==> config.mk <==
export PLATFORM = sky130hd
export DESIGN_NAME = ram_prefetch_buf
export DESIGN_NICKNAME = d
export VERILOG_FILES = /design/src/rtl/ram_buf_pkg.sv /design/src/rtl/pfb_fifo.sv /design/src/rtl/ram_prefetch_buf.sv
export SDC_FILE = /design/constraint.sdc
export NUM_CORES = 2
export LEC_CHECK = 0
export ABC_AREA = 1
export BUFFER_PORTS_ARGS = -buffer_cell sky130_fd_sc_hd__buf_4
export CORE_ASPECT_RATIO = 0.7
export CORE_UTILIZATION = 40
export CTS_BUF_LIST = sky130_fd_sc_hd__clkbuf_16
export CTS_CLUSTER_DIAMETER = 200
export DETAILED_ROUTE_END_ITERATION = 12
export GPL_ROUTABILITY_DRIVEN = 0
export GPL_TIMING_DRIVEN = 0
export REMOVE_ABC_BUFFERS = 1
export SLEW_MARGIN = 20
export SYNTH_ARGS = -nofsm -noshare
export SYNTH_HDL_FRONTEND = slang
export SYNTH_SLANG_ARGS = --single-unit
==> constraint.sdc <==
create_clock -name clk -period 10.8 [get_ports clk]
set_input_delay 1.62 -clock clk [delete_from_list [all_inputs] [get_ports clk]]
set_output_delay 1.62 -clock clk [all_outputs]
set_load 0.02 [all_outputs]
==> src/rtl/ram_buf_pkg.sv <==
// Shared definitions for the RAM prefetch buffer: FSM state encoding and a
// constant-foldable ceil(log2) helper.
package ram_buf_pkg;

  typedef enum logic [1:0] {
    StIdle  = 2'b00,
    StFetch = 2'b01,
    StDrain = 2'b10
  } state_e;

  function automatic int unsigned clog2(input int unsigned value);
    int unsigned result;
    result = 0;
    for (int unsigned i = 0; i < 32; i++) begin
      if ((64'd1 << i) < 64'(value)) result = i + 1;
    end
    return result;
  endfunction

endpackage

==> src/rtl/pfb_fifo.sv <==
// Synchronous DEPTH x DATA_W FIFO; pointers carry an extra wrap bit so that
// full and empty are distinguished without a separate counter.
module pfb_fifo
  import ram_buf_pkg::*;
#(
  parameter int unsigned DEPTH  = 16,
  parameter int unsigned DATA_W = 128,
  localparam int unsigned AW    = clog2(DEPTH)
) (
  input  logic              clk,
  input  logic              rst_n,
  input  logic              clr,
  input  logic              push,
  input  logic [DATA_W-1:0] push_data,
  input  logic              pop,
  output logic [DATA_W-1:0] head,
  output logic              empty,
  output logic              full,
  output logic [AW:0]       count
);

  logic [AW:0]       wr_ptr_q, rd_ptr_q;
  logic [DATA_W-1:0] mem_q [DEPTH];

  always_ff @(posedge clk or negedge rst_n) begin
    if (!rst_n) begin
      wr_ptr_q <= '0;
      rd_ptr_q <= '0;
    end else if (clr) begin
      wr_ptr_q <= '0;
      rd_ptr_q <= '0;
    end else begin
      if (push) wr_ptr_q <= wr_ptr_q + 1'b1;
      if (pop)  rd_ptr_q <= rd_ptr_q + 1'b1;
    end
  end

  // Storage needs no reset: reads are qualified by the pointers.
  always_ff @(posedge clk) begin
    if (push && !clr) mem_q[wr_ptr_q[AW-1:0]] <= push_data;
  end

  assign head  = mem_q[rd_ptr_q[AW-1:0]];
  assign empty = (wr_ptr_q == rd_ptr_q);
  assign full  = (wr_ptr_q[AW] != rd_ptr_q[AW]) && (wr_ptr_q[AW-1:0] == rd_ptr_q[AW-1:0]);
  assign count = wr_ptr_q - rd_ptr_q;

endmodule

==> src/rtl/ram_prefetch_buf.sv <==
// Prefetches a run of RAM rows (ascending or descending) into a credit-limited
// FIFO and streams them out with first/last-row byte enables.
module ram_prefetch_buf
  import ram_buf_pkg::*;
#(
  parameter int unsigned DATA_W = 128,
  parameter int unsigned ADDR_W = 8,
  parameter int unsigned DEPTH  = 16,
  localparam int unsigned LW    = clog2(DEPTH) + 1,
  localparam int unsigned BW    = clog2(DATA_W / 8),
  localparam int unsigned NB    = DATA_W / 8
) (
  input  logic              clk,
  input  logic              rst_n,
  input  logic              cmd_vld,
  output logic              cmd_rdy,
  input  logic [ADDR_W-1:0] cmd_start_addr,
  input  logic [LW-1:0]     cmd_len,
  input  logic              cmd_dir,
  input  logic [BW-1:0]     cmd_start_byte,
  input  logic [BW-1:0]     cmd_end_byte,
  output logic              ram_rd_vld,
  output logic [ADDR_W-1:0] ram_rd_addr,
  input  logic              ram_rsp_vld,
  input  logic [DATA_W-1:0] ram_rsp_data,
  output logic              out_vld,
  input  logic              out_rdy,
  output logic [DATA_W-1:0] out_data,
  output logic [NB-1:0]     out_byte_en,
  output logic              out_last,
  input  logic              flush,
  output logic              busy
);

  state_e state_q, state_d;

  logic [ADDR_W-1:0] start_addr_q;
  logic [LW-1:0]     len_q;
  logic              dir_q;
  logic [BW-1:0]     start_byte_q, end_byte_q;
  logic [LW-1:0]     issued_q, returned_q, popped_q, discard_q;

  logic              active, cmd_fire, flush_act, credit_ok, rd_fire, push, pop;
  logic              fifo_empty, fifo_full, first_row, last_row;
  logic [LW-1:0]     inflight, fifo_count;
  logic [ADDR_W-1:0] rd_offset;
  logic [BW-1:0]     hi_shift;
  logic [NB-1:0]     be;
  logic [DATA_W-1:0] fifo_head;

  assign active    = (state_q != StIdle);
  assign cmd_rdy   = (state_q == StIdle) && (discard_q == '0);
  assign cmd_fire  = cmd_vld && cmd_rdy;
  assign flush_act = flush && active;
  assign inflight  = issued_q - returned_q;

  // Buffered plus outstanding rows may never exceed the FIFO, so responses cannot overflow.
  assign credit_ok = ({1'b0, fifo_count} + {1'b0, inflight}) < (LW + 1)'(DEPTH);
  assign rd_fire   = (state_q == StFetch) && (issued_q < len_q) && credit_ok && !flush;
  assign rd_offset = ADDR_W'(issued_q);

  assign ram_rd_vld  = rd_fire;
  assign ram_rd_addr = !rd_fire ? '0 :
                       dir_q    ? start_addr_q - rd_offset : start_addr_q + rd_offset;

  assign push = ram_rsp_vld && (discard_q == '0) && active && !flush;
  assign pop  = out_vld && out_rdy && !flush;

  always_comb begin
    state_d = state_q;
    unique case (state_q)
      StIdle:  if (cmd_fire) state_d = StFetch;
      StFetch: if (issued_q == len_q) state_d = StDrain;
      StDrain: if (pop && out_last && (inflight == '0)) state_d = StIdle;
      default: state_d = StIdle;
    endcase
    if (flush_act) state_d = StIdle;
  end

  always_ff @(posedge clk or negedge rst_n) begin
    if (!rst_n) begin
      state_q <= StIdle;
    end else begin
      state_q <= state_d;
    end
  end

  always_ff @(posedge clk or negedge rst_n) begin
    if (!rst_n) begin
      start_addr_q <= '0;
      len_q        <= '0;
      dir_q        <= 1'b0;
      start_byte_q <= '0;
      end_byte_q   <= '0;
      issued_q     <= '0;
      returned_q   <= '0;
      popped_q     <= '0;
    end else if (cmd_fire) begin
      start_addr_q <= cmd_start_addr;
      len_q        <= cmd_len;
      dir_q        <= cmd_dir;
      start_byte_q <= cmd_start_byte;
      end_byte_q   <= cmd_end_byte;
      issued_q     <= '0;
      returned_q   <= '0;
      popped_q     <= '0;
    end else begin
      if (rd_fire) issued_q   <= issued_q + 1'b1;
      if (push)    returned_q <= returned_q + 1'b1;
      if (pop)     popped_q   <= popped_q + 1'b1;
    end
  end

  // A response landing in the flush cycle is already counted in inflight, so remove it here.
  always_ff @(posedge clk or negedge rst_n) begin
    if (!rst_n) begin
      discard_q <= '0;
    end else if (flush_act) begin
      discard_q <= inflight - LW'(ram_rsp_vld);
    end else if (ram_rsp_vld && (discard_q != '0)) begin
      discard_q <= discard_q - 1'b1;
    end
  end

  pfb_fifo #(
    .DEPTH  (DEPTH),
    .DATA_W (DATA_W)
  ) u_fifo (
    .clk       (clk),
    .rst_n     (rst_n),
    .clr       (flush_act),
    .push      (push),
    .push_data (ram_rsp_data),
    .pop       (pop),
    .head      (fifo_head),
    .empty     (fifo_empty),
    .full      (fifo_full),
    .count     (fifo_count)
  );

  assign first_row = (popped_q == '0);
  assign last_row  = (popped_q == (len_q - LW'(1)));
  assign hi_shift  = BW'(NB - 1) - end_byte_q;

  always_comb begin
    be = '1;
    if (first_row) be = be & ({NB{1'b1}} << start_byte_q);
    if (last_row)  be = be & ({NB{1'b1}} >> hi_shift);
  end

  assign out_vld     = !fifo_empty;
  assign out_data    = out_vld ? fifo_head : '0;
  assign out_byte_en = out_vld ? be : '0;
  assign out_last    = out_vld && last_row;
  assign busy        = active;

  a_cmd_len_legal: assert property (@(posedge clk) disable iff (!rst_n)
    cmd_fire |-> ((cmd_len != '0) && (cmd_len <= LW'(DEPTH))));

  a_no_overflow: assert property (@(posedge clk) disable iff (!rst_n)
    (push && fifo_full) |-> pop);

endmodule

Word-level counts from Yosys, hierarchy flattened
Memories as Yosys holds them, arrays and structs flattened.
Cells that the tools add are included.
- memories kept: 1
- input port bits: 156
- output and inout bits: 157
- bits in writable memories: 2048
- register bits after elaboration: 54
- logic and storage cells: 97
- memories (name ; depth ; width ; rd ports ; clocked after memory_dff ; write ports ; RTL line ; RTL):
    u_fifo.mem_q ; 16 ; 128 ; 1 ; 0 ; 1 ; pfb_fifo.sv:23 ; logic [DATA_W-1:0] mem_q [DEPTH];
- equality and inequality tests: 8
- $add $sub $neg: 14
- shift operators: 2
- bitwise operators: 1
- reduce and logical (&&, ||, !) cells: 32
- $lt $le $gt $ge: 2
- mux-type cells: 25
- operators with widths (kind ; number):
    128-bit two-way mux ; 1
    5-bit two-way mux ; 12
    16-bit two-way mux ; 3
    5-bit by 1-bit adder with 5-bit output, second input constant ; 5
    16-bit bitwise AND ; 1
    1-bit logical AND ; 16
    8-bit two-way mux ; 2
    16-bit by 4-bit left shift with 16-bit output, first input constant ; 1
    16-bit by 4-bit >> shifter with 16-bit output, first input constant ; 1
    5-bit == test ; 3
    5-bit logical NOT ; 3
    2-bit nonzero test ; 7
    5-bit by 1-bit subtractor with 5-bit output, second input constant ; 2
    5-bit subtractor ; 2
    8-bit by 5-bit adder with 8-bit output ; 1
    2-bit two-way mux ; 4
    8-bit by 5-bit subtractor with 8-bit output ; 1
    5-bit by 5-bit adder with 6-bit output ; 1
    6-bit by 5-bit < comparator with 1-bit output, second input constant ; 1
    3-bit by 2-bit inequality test with 1-bit output, second input constant ; 2
    2-bit case mux with 3 select lines ; 1
    5-bit < comparator ; 1
    5-bit nonzero test ; 1
    5-bit by 1-bit subtractor with 5-bit output ; 1
    other kinds (8) ; 11

Logic depth before layout (Yosys ltp)
- word-level depth: 9
- mapped depth: 17
- mapped depth without buffers: 17

Cells and area by module
Synthesis repeated with hierarchy kept, for this count alone.
- cell total of the unflattened synthesis: 9610
- area, all modules: 93887.5 sq um
- by module, submodules not included (module ; area an instance (sq um) ; instances ; seq. area each (sq um) ; cells an instance):
    pfb_fifo ; 89382.0 ; 1 ; 61749.2 ; 8837
    ram_prefetch_buf ; 4505.6 ; 1 ; 1101.1 ; 773

Worst setup path after synthesis
No wires, ideal clock.
- path kind: input port to flip-flop
- from: input port flush
- to: memory u_fifo.mem_q[11][0] (enable)
- setup slack: 2.614 ns
- stages on the path: 6
- data arrival time: 7.569 ns
- required time: 10.183 ns
- setup time: 0.617 ns
- buffers on the path: 1
- cells stage by stage: inv_1 nand3_1 nor2_1 buf_2 nand3_1 nor2_1
- longest elaborated chain between the ends: 5
- elaborated cells on any way between the ends: 7
- classes of those cells: mux (2); reduce/logical (5)
- RTL lines (what ; RTL line ; RTL):
    start, declared ; ram_prefetch_buf.sv:31 ; input logic flush,
    1-bit logical NOT or 1-bit logical AND (tied branches) ; ram_prefetch_buf.sv:66, ram_prefetch_buf.sv:54 ;
    1-bit logical AND or 1-bit logical NOT (tied branches) ; ram_prefetch_buf.sv:66, pfb_fifo.sv:40 ;
    1-bit logical AND * ; pfb_fifo.sv:40 ; if (push && !clr) mem_q[wr_ptr_q[AW-1:0]] <= push_data;
    1-bit two-way mux * ; pfb_fifo.sv:40 ;
    1-bit two-way mux (not written as such) * ; pfb_fifo.sv:40 ;
    end, declared ; pfb_fifo.sv:23 ;
Mark *: on every way between the ends. The rest lies on a longest branch, timed or not.

Worst setup path after layout
- from: register u_fifo.rd_ptr_q[1]
- to: output port ram_rd_addr[6]
- longest elaborated chain between the ends: 6
- RTL lines (what ; RTL line ; RTL):
    start, declared ; pfb_fifo.sv:22 ; logic [AW:0] wr_ptr_q, rd_ptr_q;
    start signal, assigned ; pfb_fifo.sv:34 ; if (pop) rd_ptr_q <= rd_ptr_q + 1'b1;
    5-bit subtractor ; pfb_fifo.sv:46 ; assign count = wr_ptr_q - rd_ptr_q;
    5-bit by 5-bit adder with 6-bit output ; ram_prefetch_buf.sv:58 ; assign credit_ok = ({1'b0, fifo_count} + {1'b0, inflight}) < (LW + 1)'(DEPTH);
    6-bit by 5-bit < comparator with 1-bit output ; ram_prefetch_buf.sv:58 ;
    1-bit logical AND (2 in a row) ; ram_prefetch_buf.sv:59 ; assign rd_fire = (state_q == StFetch) && (issued_q < len_q) && credit_ok && !flush;
    8-bit two-way mux ; ram_prefetch_buf.sv:63 ; assign ram_rd_addr = !rd_fire ? '0 :
    end, declared ; ram_prefetch_buf.sv:23 ; output logic [ADDR_W-1:0] ram_rd_addr,
Every way passes these cells.

==> flow_metrics.tcl <==
set metrics [dict create \
    fin_skew_ns 0.0561 \
    yosysWarnings 0 \
    worstSetupEndpointType "primary output" \
    grt_pass1_vias 49889 \
    dr.pass1.iters 6 \
    p_leak_uw 0.0328 \
    reg2reg_from "u_fifo.rd_ptr_q[1]" \
    start_kind "flop" \
    netlist-cell-type-count 38 \
    grt_max_degree 207 \
    fin_nets 6952 \
    overflow 0 \
    viasPerCell 5.52 \
    htree_levels 4 \
    reg2regPathDepth 18 \
    cts_buffers 201 \
    hold_class "flop to flop" \
    syn_area_per_cell_sq_um 13.0 \
    rsz0062_at_grt "false" \
    max_freq_ghz 0.124 \
    wirelength_mm 234 \
    syn_area_sq_mm 0.0837 \
    critPathKind "flop to primary output" \
    dpl.hpwl_mm 134 \
    dominantRegCellSynth "edfxtp_1" \
    power.density_mw_per_mm2 256 \
    hold_depth 2 \
    initial_core_util_pct 40.2 \
    drive_gt1_share_pct 12.2 \
    setup_violations 0 \
    path_clk_slew_ns 0.07 \
    dpl_cell_area_sq_mm 0.0929 \
    antenna_found_initial 31 \
    post-synth-top-area-cell "edfxtp_1" \
    period_needed_ns 8.03 \
    synth_edf_count 2048 \
    finalCritPeriodShare_pct 74.4 \
    status "finished clean" \
    via_count 53539 \
    post-place-cells 9321 \
    grt_pass1_wl_mm 339 \
    synth_top_area_share_pct 73.5 \
    coreArea_sq_mm 0.208 \
    clk_path_buf_depth 3 \
    die_area_sq_mm 0.211 \
    drv_cap 0 \
    grt_use_total_pct 21.7 \
    async_flop_share_pct 2.57 \
    pre_cts_slack_ns 3.67 \
    cp.arrival_ns 6.41 \
    die_x_microns 549 \
    drc 0 \
    worstReg2RegEnd "issued_q[1]" \
    ir_drop_v 0.000214 \
    hold_path_startpoint "start_addr_q[5]" \
    r2r_setup_slack_ns 5.36 \
    post_cts_buffers 0 \
    ios 313 \
    clock-root-buffer "clkbuf_16" \
    hold_end "start_addr_q[5]" \
    worst_pin_slew_ns 0.980 \
    fin_cells 9705 \
    cp_max_fo 91 \
    clkLatencyLatePin_ns 0.85 \
    dieHeight_microns 385 \
    drt_iter0_markers 5965 \
    timing.hold.ws_ns 0.494 \
    setup_ws_ns 2.77 \
    max_slew_margin_pct 34.5 \
    startpoint "u_fifo.rd_ptr_q[1]" \
    critPathRequiredTime_ns 9.18 \
    slew_violations 0 \
    ys_seq_area_share_pct 75.1 \
    cts_resized 0 \
    wl_per_cell_microns 24.1 \
    rows 140 \
    clock-sinks 2102 \
    synth_area_leaders "edfxtp_1 (73%), o21ai_0 (6.2%), nor2_1 (5.8%)" \
    ys_seq_elements 2102 \
    portBuffers 312 \
    syn_to_final_growth_pct 19.0 \
    cts-hold-fix-buffers 0 \
    synthCells 6456 \
    final_cell_area_sq_mm 0.0995 \
    hold_violations 0 \
    postRouteAntennaNets 0 \
    cts_tree "yes" \
]
Yosys cell counts, types with 2 or more instances:
cell type and n:
a211oi_1 3, a21oi_1 88, a31oi_1 72, buf_1 13, buf_2 133, buf_4 22
buf_6 17, clkbuf_1 245, clkbuf_2 5, dfrtp_1 54, edfxtp_1 2048, fa_1 3
ha_1 38, inv_1 152, nand2_1 461, nand3_1 111, nand4_1 10, nor2_1 1288
nor3_1 8, nor3b_1 2, nor4_1 2, o211ai_1 260, o21ai_0 1033, o21ai_1 47
o221ai_1 3, o22ai_1 312, or2_2 2, xnor2_1 7, xor2_1 8
power by group:
part | internal (uW) | total (uW) | switching [uW]
Clock | 3850 | 7000 | 3150
Sequential | 9030 | 9200 | 170
Combinational | 3150 | 9300 | 6160
Total | 16000 | 25500 | 9480
worst max-delay path, stage by stage (launching register included):
cell	delay (ns)
dfrtp_4	0.75
buf_12	0.31
buf_16	0.27
buf_16	0.27
buf_16	0.28
inv_8	0.31
buf_16	0.33
fa_1	0.53
nand3_1	0.08
nand2_1	0.06
xor2_1	0.15
ha_1	0.30
nor4_1	0.36
nand3_1	0.13
nor2_1	0.26
nand2_1	0.37
nor3b_1	0.37
buf_4	0.20
layer usage:
layer | vias to the layer above | share of wire [%] | global-route usage, %
met1 | 26654 | 45 | 32.3
met5 | - | 0.094 | 0
li1 | 24431 | - | -
met4 | 34 | 1.8 | 4.74
met2 | 2108 | 44 | 32.6
met3 | 312 | 8.3 | 4.61
layout by cell type (no fill, tap or decap), drive strengths merged, types with 3 or more instances in the layout:
cell type / netlist / layout
a31oi: 72 / 72
dfrtp: 54 / 54
edfxtp: 2048 / 2048
o21ai: 1080 / 1080
nor3: 8 / 8
inv: 154 / 193
o22ai: 312 / 312
fa: 3 / 3
clkinv: 1 / 106
buf: 186 / 532
nand3: 111 / 111
a211oi: 3 / 3
o211ai: 260 / 260
nand2: 461 / 461
nand4: 10 / 10
nor2: 1288 / 1288
diode: 0 / 13
a21oi: 88 / 88
o221ai: 3 / 3
clkbuf: 250 / 201
clkinvlp: 0 / 8
bufinv: 0 / 18
xnor2: 7 / 7
xor2: 8 / 8
ha: 38 / 38
metrics by stage:
step	setup TNS (ns)	power (uW)	util, %
2_1_floorplan	-3773.04	15300	-
3_3_place_gp	-	17000	42.1
3_5_place_dp	0	18700	44.7
4_1_cts	0	25700	47.9
5_1_grt	0	26800	47.9
6_report	0	25500	47.9
area by class of cell:
cell class	count	area [sq um]
Multi-Input combinational cell	3763	18300
Inverter	155	633
Tap cell	2769	3460
Clock inverter	170	1550
Sequential cell	2102	62900
Antenna cell	13	32.5
Fill cell	17849	108000
Timing Repair Buffer	532	7630
Clock buffer	201	5030
registers in the layout (all words and copies together), names as in the netlist:
| signal | cells |
|---|---|
| dir_q | 1 |
| discard_q | 5 |
| end_byte_q | 4 |
| issued_q | 5 |
| len_q | 5 |
| popped_q | 5 |
| returned_q | 5 |
| start_addr_q | 8 |
| start_byte_q | 4 |
| state_q | 2 |
| u_fifo.mem_q | 2048 |
| u_fifo.rd_ptr_q | 5 |
| u_fifo.wr_ptr_q | 5 |
logic make-up after synthesis:
| group | count (synthesis) | synth area share (%) |
|---|---|---|
| flip-flops | 2102 | 75.1 |
| AND/OR/NAND/NOR | 1885 | 8.69 |
| AO/OA/AOI/OAI | 1822 | 12.3 |
| buffers and inverters | 591 | 3.12 |
| adder cells (fa/ha/maj) | 41 | 0.640 |
| XOR/XNOR | 15 | 0.157 |
worst max-delay path by stage:
stage,endpoint,slack [ns],cells after the start
floorplan,out_data[0],-26.68,5
global placement,out_data[22],-81.46,6
detailed placement,ram_rd_addr[6],3.67,17
CTS,ram_rd_addr[6],2.72,17
global route,ram_rd_addr[7],2.34,19
finish,ram_rd_addr[6],2.77,17
No activity file was read; power rests on OpenSTA's default activity.
